$ cat src/rtl/rv_iopmp_err_queue.sv
// Error-record queue: round-robin picks one checker violation per cycle into a FIFO,
// presents the oldest record to the regmap, raises the wired interrupt and counts drops.
module rv_iopmp_err_queue #(
    parameter int ADDR_WIDTH          = 64,
    parameter int SID_WIDTH           = 8,
    parameter int NUMBER_TL_INSTANCES = 2,
    parameter int DEPTH               = 4
) (
    input  logic                                    clk_i,
    input  logic                                    rst_ni,
    input  logic [NUMBER_TL_INSTANCES-1:0]          err_valid_i,
    input  logic [NUMBER_TL_INSTANCES*ADDR_WIDTH-1:0] err_addr_i,
    input  logic [NUMBER_TL_INSTANCES*SID_WIDTH-1:0]  err_sid_i,
    input  logic [NUMBER_TL_INSTANCES*2-1:0]        err_ttype_i,
    input  logic [NUMBER_TL_INSTANCES*3-1:0]        err_etype_i,
    output logic                                    rec_valid_o,
    output logic [ADDR_WIDTH-1:0]                   rec_addr_o,
    output logic [SID_WIDTH-1:0]                    rec_sid_o,
    output logic [1:0]                              rec_ttype_o,
    output logic [2:0]                              rec_etype_o,
    output logic [((NUMBER_TL_INSTANCES > 1) ? $clog2(NUMBER_TL_INSTANCES) : 1)-1:0] rec_inst_o,
    input  logic                                    rec_pop_i,
    input  logic                                    ie_i,
    output logic                                    wsi_o,
    output logic                                    overflow_o,
    output logic [7:0]                              drop_cnt_o,
    input  logic                                    clear_i
);

    localparam int N      = NUMBER_TL_INSTANCES;
    localparam int INST_W = (N > 1) ? $clog2(N) : 1;
    localparam int PTR_W  = $clog2(DEPTH);
    localparam int CNT_W  = PTR_W + 1;
    localparam logic [CNT_W-1:0] FULL_CNT = CNT_W'(DEPTH);

    logic [INST_W-1:0]     rr_r;
    logic [PTR_W-1:0]      wptr_r;
    logic [PTR_W-1:0]      rptr_r;
    logic [CNT_W-1:0]      count_r;
    logic                  wsi_r;
    logic                  overflow_r;
    logic [7:0]            drop_cnt_r;

    logic [ADDR_WIDTH-1:0] mem_addr_r  [DEPTH];
    logic [SID_WIDTH-1:0]  mem_sid_r   [DEPTH];
    logic [1:0]            mem_ttype_r [DEPTH];
    logic [2:0]            mem_etype_r [DEPTH];
    logic [INST_W-1:0]     mem_inst_r  [DEPTH];

    logic                  grant_s;
    logic [INST_W-1:0]     winner_s;
    logic [INST_W-1:0]     rr_next_s;
    logic [31:0]           nvalid_s;
    logic [31:0]           drop_s;
    logic [31:0]           cnt_base_s;
    logic [31:0]           cnt_sum_s;
    logic [7:0]            cnt_next_s;
    logic                  rec_valid_s;
    logic                  full_s;
    logic                  pop_s;
    logic                  push_s;
    logic [ADDR_WIDTH-1:0] win_addr_s;
    logic [SID_WIDTH-1:0]  win_sid_s;
    logic [1:0]            win_ttype_s;
    logic [2:0]            win_etype_s;

    // Round-robin search: requesters at or above rr first, then the wrapped lower ones.
    always_comb begin
        grant_s  = 1'b0;
        winner_s = '0;
        nvalid_s = 32'd0;
        for (int i = 0; i < N; i++) begin
            nvalid_s = nvalid_s + 32'(err_valid_i[i]);
            winner_s = (!grant_s && err_valid_i[i] && (i >= int'(rr_r))) ? INST_W'(i) : winner_s;
            grant_s  = grant_s | (err_valid_i[i] && (i >= int'(rr_r)));
        end
        for (int i = 0; i < N; i++) begin
            winner_s = (!grant_s && err_valid_i[i] && (i < int'(rr_r))) ? INST_W'(i) : winner_s;
            grant_s  = grant_s | (err_valid_i[i] && (i < int'(rr_r)));
        end
        rr_next_s = (winner_s == INST_W'(N - 1)) ? '0 : winner_s + INST_W'(1);
    end

    // Push/pop decisions and per-cycle drop accounting with saturation.
    always_comb begin
        rec_valid_s = (count_r != '0);
        full_s      = (count_r == FULL_CNT);
        pop_s       = rec_pop_i & rec_valid_s;
        push_s      = grant_s & (~full_s | pop_s);
        drop_s      = nvalid_s - 32'(push_s);
        cnt_base_s  = clear_i ? 32'd0 : {24'd0, drop_cnt_r};
        cnt_sum_s   = cnt_base_s + drop_s;
        cnt_next_s  = (cnt_sum_s > 32'd255) ? 8'hFF : cnt_sum_s[7:0];
        win_addr_s  = err_addr_i[int'(winner_s)*ADDR_WIDTH +: ADDR_WIDTH];
        win_sid_s   = err_sid_i[int'(winner_s)*SID_WIDTH +: SID_WIDTH];
        win_ttype_s = err_ttype_i[int'(winner_s)*2 +: 2];
        win_etype_s = err_etype_i[int'(winner_s)*3 +: 3];
    end

    // Control state: arbitration pointer, FIFO pointers, interrupt and drop tracking.
    always_ff @(posedge clk_i or negedge rst_ni) begin
        if (!rst_ni) begin
            rr_r       <= '0;
            wptr_r     <= '0;
            rptr_r     <= '0;
            count_r    <= '0;
            wsi_r      <= 1'b0;
            overflow_r <= 1'b0;
            drop_cnt_r <= 8'd0;
        end else begin
            if (grant_s) begin
                rr_r <= rr_next_s;
            end
            if (push_s) begin
                wptr_r <= wptr_r + PTR_W'(1);
            end
            if (pop_s) begin
                rptr_r <= rptr_r + PTR_W'(1);
            end
            count_r <= count_r + CNT_W'(push_s) - CNT_W'(pop_s);
            wsi_r   <= rec_valid_s & ie_i;
            // A drop in the same cycle as clear wins: overflow stays set.
            if (drop_s != 32'd0) begin
                overflow_r <= 1'b1;
            end else if (clear_i) begin
                overflow_r <= 1'b0;
            end
            if (clear_i || (drop_s != 32'd0)) begin
                drop_cnt_r <= cnt_next_s;
            end
        end
    end

    // Record storage; contents are qualified by the occupancy count so no reset is needed.
    always_ff @(posedge clk_i) begin
        if (push_s) begin
            mem_addr_r[wptr_r]  <= win_addr_s;
            mem_sid_r[wptr_r]   <= win_sid_s;
            mem_ttype_r[wptr_r] <= win_ttype_s;
            mem_etype_r[wptr_r] <= win_etype_s;
            mem_inst_r[wptr_r]  <= winner_s;
        end
    end

    // Head presentation, forced to zero while empty.
    always_comb begin
        rec_valid_o = rec_valid_s;
        rec_addr_o  = '0;
        rec_sid_o   = '0;
        rec_ttype_o = 2'd0;
        rec_etype_o = 3'd0;
        rec_inst_o  = '0;
        if (rec_valid_s) begin
            rec_addr_o  = mem_addr_r[rptr_r];
            rec_sid_o   = mem_sid_r[rptr_r];
            rec_ttype_o = mem_ttype_r[rptr_r];
            rec_etype_o = mem_etype_r[rptr_r];
            rec_inst_o  = mem_inst_r[rptr_r];
        end else begin
            rec_addr_o  = '0;
        end
    end

    assign wsi_o      = wsi_r;
    assign overflow_o = overflow_r;
    assign drop_cnt_o = drop_cnt_r;

endmodule

$ cat config.mk
export PLATFORM = sky130hd
export DESIGN_NAME = rv_iopmp_err_queue
export DESIGN_NICKNAME = d
export VERILOG_FILES = /design/src/rtl/rv_iopmp_err_queue.sv
export SDC_FILE = /design/constraint.sdc
export NUM_CORES = 1
export LEC_CHECK = 0
export ABC_CLOCK_PERIOD_IN_PS = 4600
export BUFFER_PORTS_ARGS = -buffer_cell sky130_fd_sc_hd__buf_2
export CAP_MARGIN = 20
export CORE_UTILIZATION = 56
export CTS_CLUSTER_SIZE = 14
export DETAILED_ROUTE_END_ITERATION = 12
export PLACE_DENSITY = 0.8
export SLEW_MARGIN = 10
export SYNTH_ARGS = -nofsm -noshare
export SYNTH_HDL_FRONTEND = slang
export SYNTH_SLANG_ARGS = --single-unit
$ cat constraint.sdc
create_clock -name clk_i -period 4.6 [get_ports clk_i]
set_input_delay 1.38 -clock clk_i [delete_from_list [all_inputs] [get_ports clk_i]]
set_output_delay 1.38 -clock clk_i [all_outputs]
set_load 0.05 [all_outputs]
==> out/results.env <==
STATUS='complete, no violations'
DIE_H_UM=162
CRITICAL_PATH.MOST_COMMON_CELL='ha_1'
FINISH.CELL_COUNT_WITHOUT_FILLERS=1525
RRSETUPSLACK_NS=0.89
POSTROUTEANTENNANETS=0
ROUTE.DETAILED.WL_PER_INST_UM=19.0
SETUP.WORST_PATH.END_CLASS='flop'
SYNTHDISTINCTLIBCELLS=49
POST_CTS_BUFFERS=0
WORST-ENDPOINT-REQUIRED_NS=4.98
TIMING.CRITICAL_PATH.FANOUT_MAX=8
WORSTPATHARRIVAL_NS=4.59
INITIAL_CORE_UTIL=0.569
CTS.HTREE.LEVELS=2
CORE.ROWCOUNT=58
N_FILL_CELL=1713
CLKTRANSATPATHREGS_NS=0.06
PRE_CTS_WS_NS=-0.0960
CRIT_CHAIN='buf_2 > nor4b_1 > nor2_1 > ha_1 > inv_1 > ha_1 > ha_1 > inv_1 > fa_1 > nor4bb_1 > a21oi_1 > o21ai_0 > a31o_4 > and3_4 > o21ai_4 > o22a_1'
FINAL_CRITICAL_PATH_SETUP_SLACK_NS=0.386
FINALCRITICALPERIOD_NS=4.21
SYNTHESIS.AREA_PER_INSTANCE_UM2=15.5
GLOBALROUTE.BUSIESTLAYER='met2'
CRITPATHTOPFAMILY='adder cells'
HOLD_CLASS='reg2reg'
WORSTPATHBUFFERINVERTERCOUNT=3
GRT_USE_MET1=0.316
FINALMAXSLEWVIOLATIONS=0
VIAS=8358
LEAKAGEPOWER_nW=6.63
POST-PLACE-CELLS=1464
GRT_OVERFLOW_TOTAL=0
WORST_CLK_SKEW_NS=0.0192
FIN_AREA_UM2=17000
FP.COREAREA_UM2=25000
VDD_IR_DROP_MAX_mV=0.547
SYNTH-ASYNC-RESET-RATIO=0.0545
FINAL_LAYOUT_SIZE_SUFFIX_GT1_FRAC=0.343
CP_SLOWEST_CELL='fa_1'
DR_DRC_COUNT=0
DIE_W_UM=162
GRT_UTIL_ALL_LAYERS=0.229
YOSYS.CELL_COUNT.TOP_TYPE='edfxtp_1'
GLOBALPLACE.CONGESTION=0.833
DIE-AREA_UM2=26100
MAXCAPVIOLATIONS=0
MAXIMUM_NUMBER_OF_PINS_ON_ONE_NET_BEFORE_GLOBAL_ROUTE_REPAIR=78
GRT_ANTENNA_BEFORE_REPAIR=0
POST_SYNTHESIS_NET_COUNT=1095
CTSRESIZECOUNT=0
DETAILEDROUTE.FIRSTPASSITERATIONCOUNT=5
TIMING.FINAL.CRIT_SHARE=0.916
GLOBAL_ROUTE_WIRE_LENGTH_BEFORE_REPAIR_UM=45000
CLOCK_INSERTION_DELAY_WORST_SKEW_NS=0.51
CTS_BUFFERS=34
PORT_BUFFERS=249
CTS_HOLD_BUFFERS=0
SETUP_VIOL_COUNT_FINAL=0
CLOCKROOTBUFFER='clkbuf_16'
SYNTH_TOP_AREA_FRAC=0.657
WORSTSETUPSTARTPOINTTYPE='input port'
VIAS_PER_CELL=5.48
SLEW-LIMIT-HEADROOM=0.433
ROUTED_WIRELENGTH_UM=29000
NETLIST_AREA_UM2=14300
IO_PINS=250
SYNTH.AREA.TOP_CELLS='edfxtp_1 (66%), mux4_2 (12%), nand2_1 (6.3%)'
GRTUSAGEMET2=0.375
PLACE_AREA_UM2=15900
RSZ0062_AT_GRT='false'
TIMING_HOLD_VIOLATIONS_FINAL=0
VIA_COUNT_OF_THE_FIRST_GLOBAL_ROUTING_PASS=8296
SYNTH_SEQ_CELLS=330
AREA_GROWTH_SYN_TO_LAYOUT_PCT=19.1
TIGHTESTPINTRANSITION_NS=0.851
DRT-INITIAL-DRC-COUNT=498
CRIT_TYPE='in2reg'
SYNTH-MAIN-FF-CELL='edfxtp_1'
GROUTE.LAYER.MET3.USAGE=0.0329
YOSYSWARNINGS=0
DP_HPWL_UM=18200
CLK_PATH_BUF_DEPTH=3
YOSYS-TOP-CELLS-COUNT='edfxtp_1 (312), nand2_1 (239), and2_1 (84)'
MAX_CLOCK_FREQ_MHz=237
YOSYSTOPAREACELL='edfxtp_1'
PART_OF_THE_YOSYS_AREA_USED_FOR_SEQUENTIAL_ELEMENTS=0.689
POST_SYNTH_INST_COUNT=917
TOTAL_POWER_mW=13.3
POWERDENSITY_nW_PER_UM2=784
CRIT_PATH_MAX_INCR_DELAY_NS=0.44
SYNTH_EDF_COUNT=312
CTS_NUM_SINKS=330
DESIGN.FINAL.NETS=1348
TRITONCTS='yes'
ANTENNA_CELLS=0
final timing paths:
check / startpoint / endpoint / depth (start not counted)
min reg2reg: count_r[2] / count_r[2] / 1
max: rec_pop_i / drop_cnt_o[5] / 16
min: count_r[2] / count_r[2] / 1
max reg2reg: count_r[1] / drop_cnt_o[5] / 15
min in group asynchronous: rst_ni / wsi_o / 1
max in group asynchronous: rst_ni / rptr_r[0] / 1
per-stage QoR:
step                hold WS, ns  TNS (ns)   util
floorplan                 0.453         0      -
global placement          0.481         0  0.636
detailed placement        0.498    -0.529  0.636
CTS                       0.507         0  0.678
global route              0.530         0  0.678
finish                    0.517         0  0.678
sequential cells by signal, summed over array words and instances, names as in the netlist:
name and cells:
count_r 3, mem_inst_r 4, wsi_o 1, mem_etype_r 12
wptr_r 2, overflow_o 1, rptr_r 2, mem_addr_r 256
mem_ttype_r 8, drop_cnt_o 8, rr_r 1, mem_sid_r 32
routing by layer:
metal,share of wire,wire (um)
met1,0.41,12000
met2,0.50,14400
met3,0.063,1830
met4,0.028,810
met5,0,0
report_power, final:
group / switching (mW) / leakage (nW) / internal, mW
Sequential: 0.398 / 3.11 / 4.34
Clock: 1.08 / 0.512 / 1.50
Combinational: 4.06 / 3.01 / 1.93
Total: 5.53 / 6.63 / 7.77
logic make-up after synthesis:
logic type,count (synthesis),share of synthesized area
buf+inv,73,0.0222
simple gates,357,0.115
flops,330,0.689
mux,81,0.125
fa+ha+maj,17,0.0160
compound gates,48,0.0258
xor+xnor,11,0.00676
placed cells by master (no fill, tap or decap), types with 3 or more instances in the layout:
master / count
nor2_1: 6
a21oi_1: 9
a21o_1: 4
buf_12: 6
and2_1: 80
clkbuf_16: 34
nand2_1: 238
nand2b_1: 5
clkinv_2: 5
xnor2_1: 9
clkinv_1: 8
and2_4: 4
inv_1: 19
dfrtp_1: 16
clkbuf_1: 8
o22a_1: 8
ha_1: 15
o21ai_0: 7
buf_2: 249
mux2i_1: 3
mux4_2: 78
o41ai_1: 3
nor2b_1: 9
edfxtp_1: 312
buf_4: 15
layout make-up:
class | instances | area [um^2] | area share
clock inverters | 18 | 149 | 0.00877
inverters | 20 | 75.1 | 0.00442
repair buffers | 270 | 1480 | 0.0871
well taps | 330 | 413 | 0.0243
clock buffers | 43 | 895 | 0.0527
multi-input cells | 514 | 4140 | 0.244
flip-flops and latches | 330 | 9830 | 0.579
Note: power is estimated with default switching activity, not from simulation.
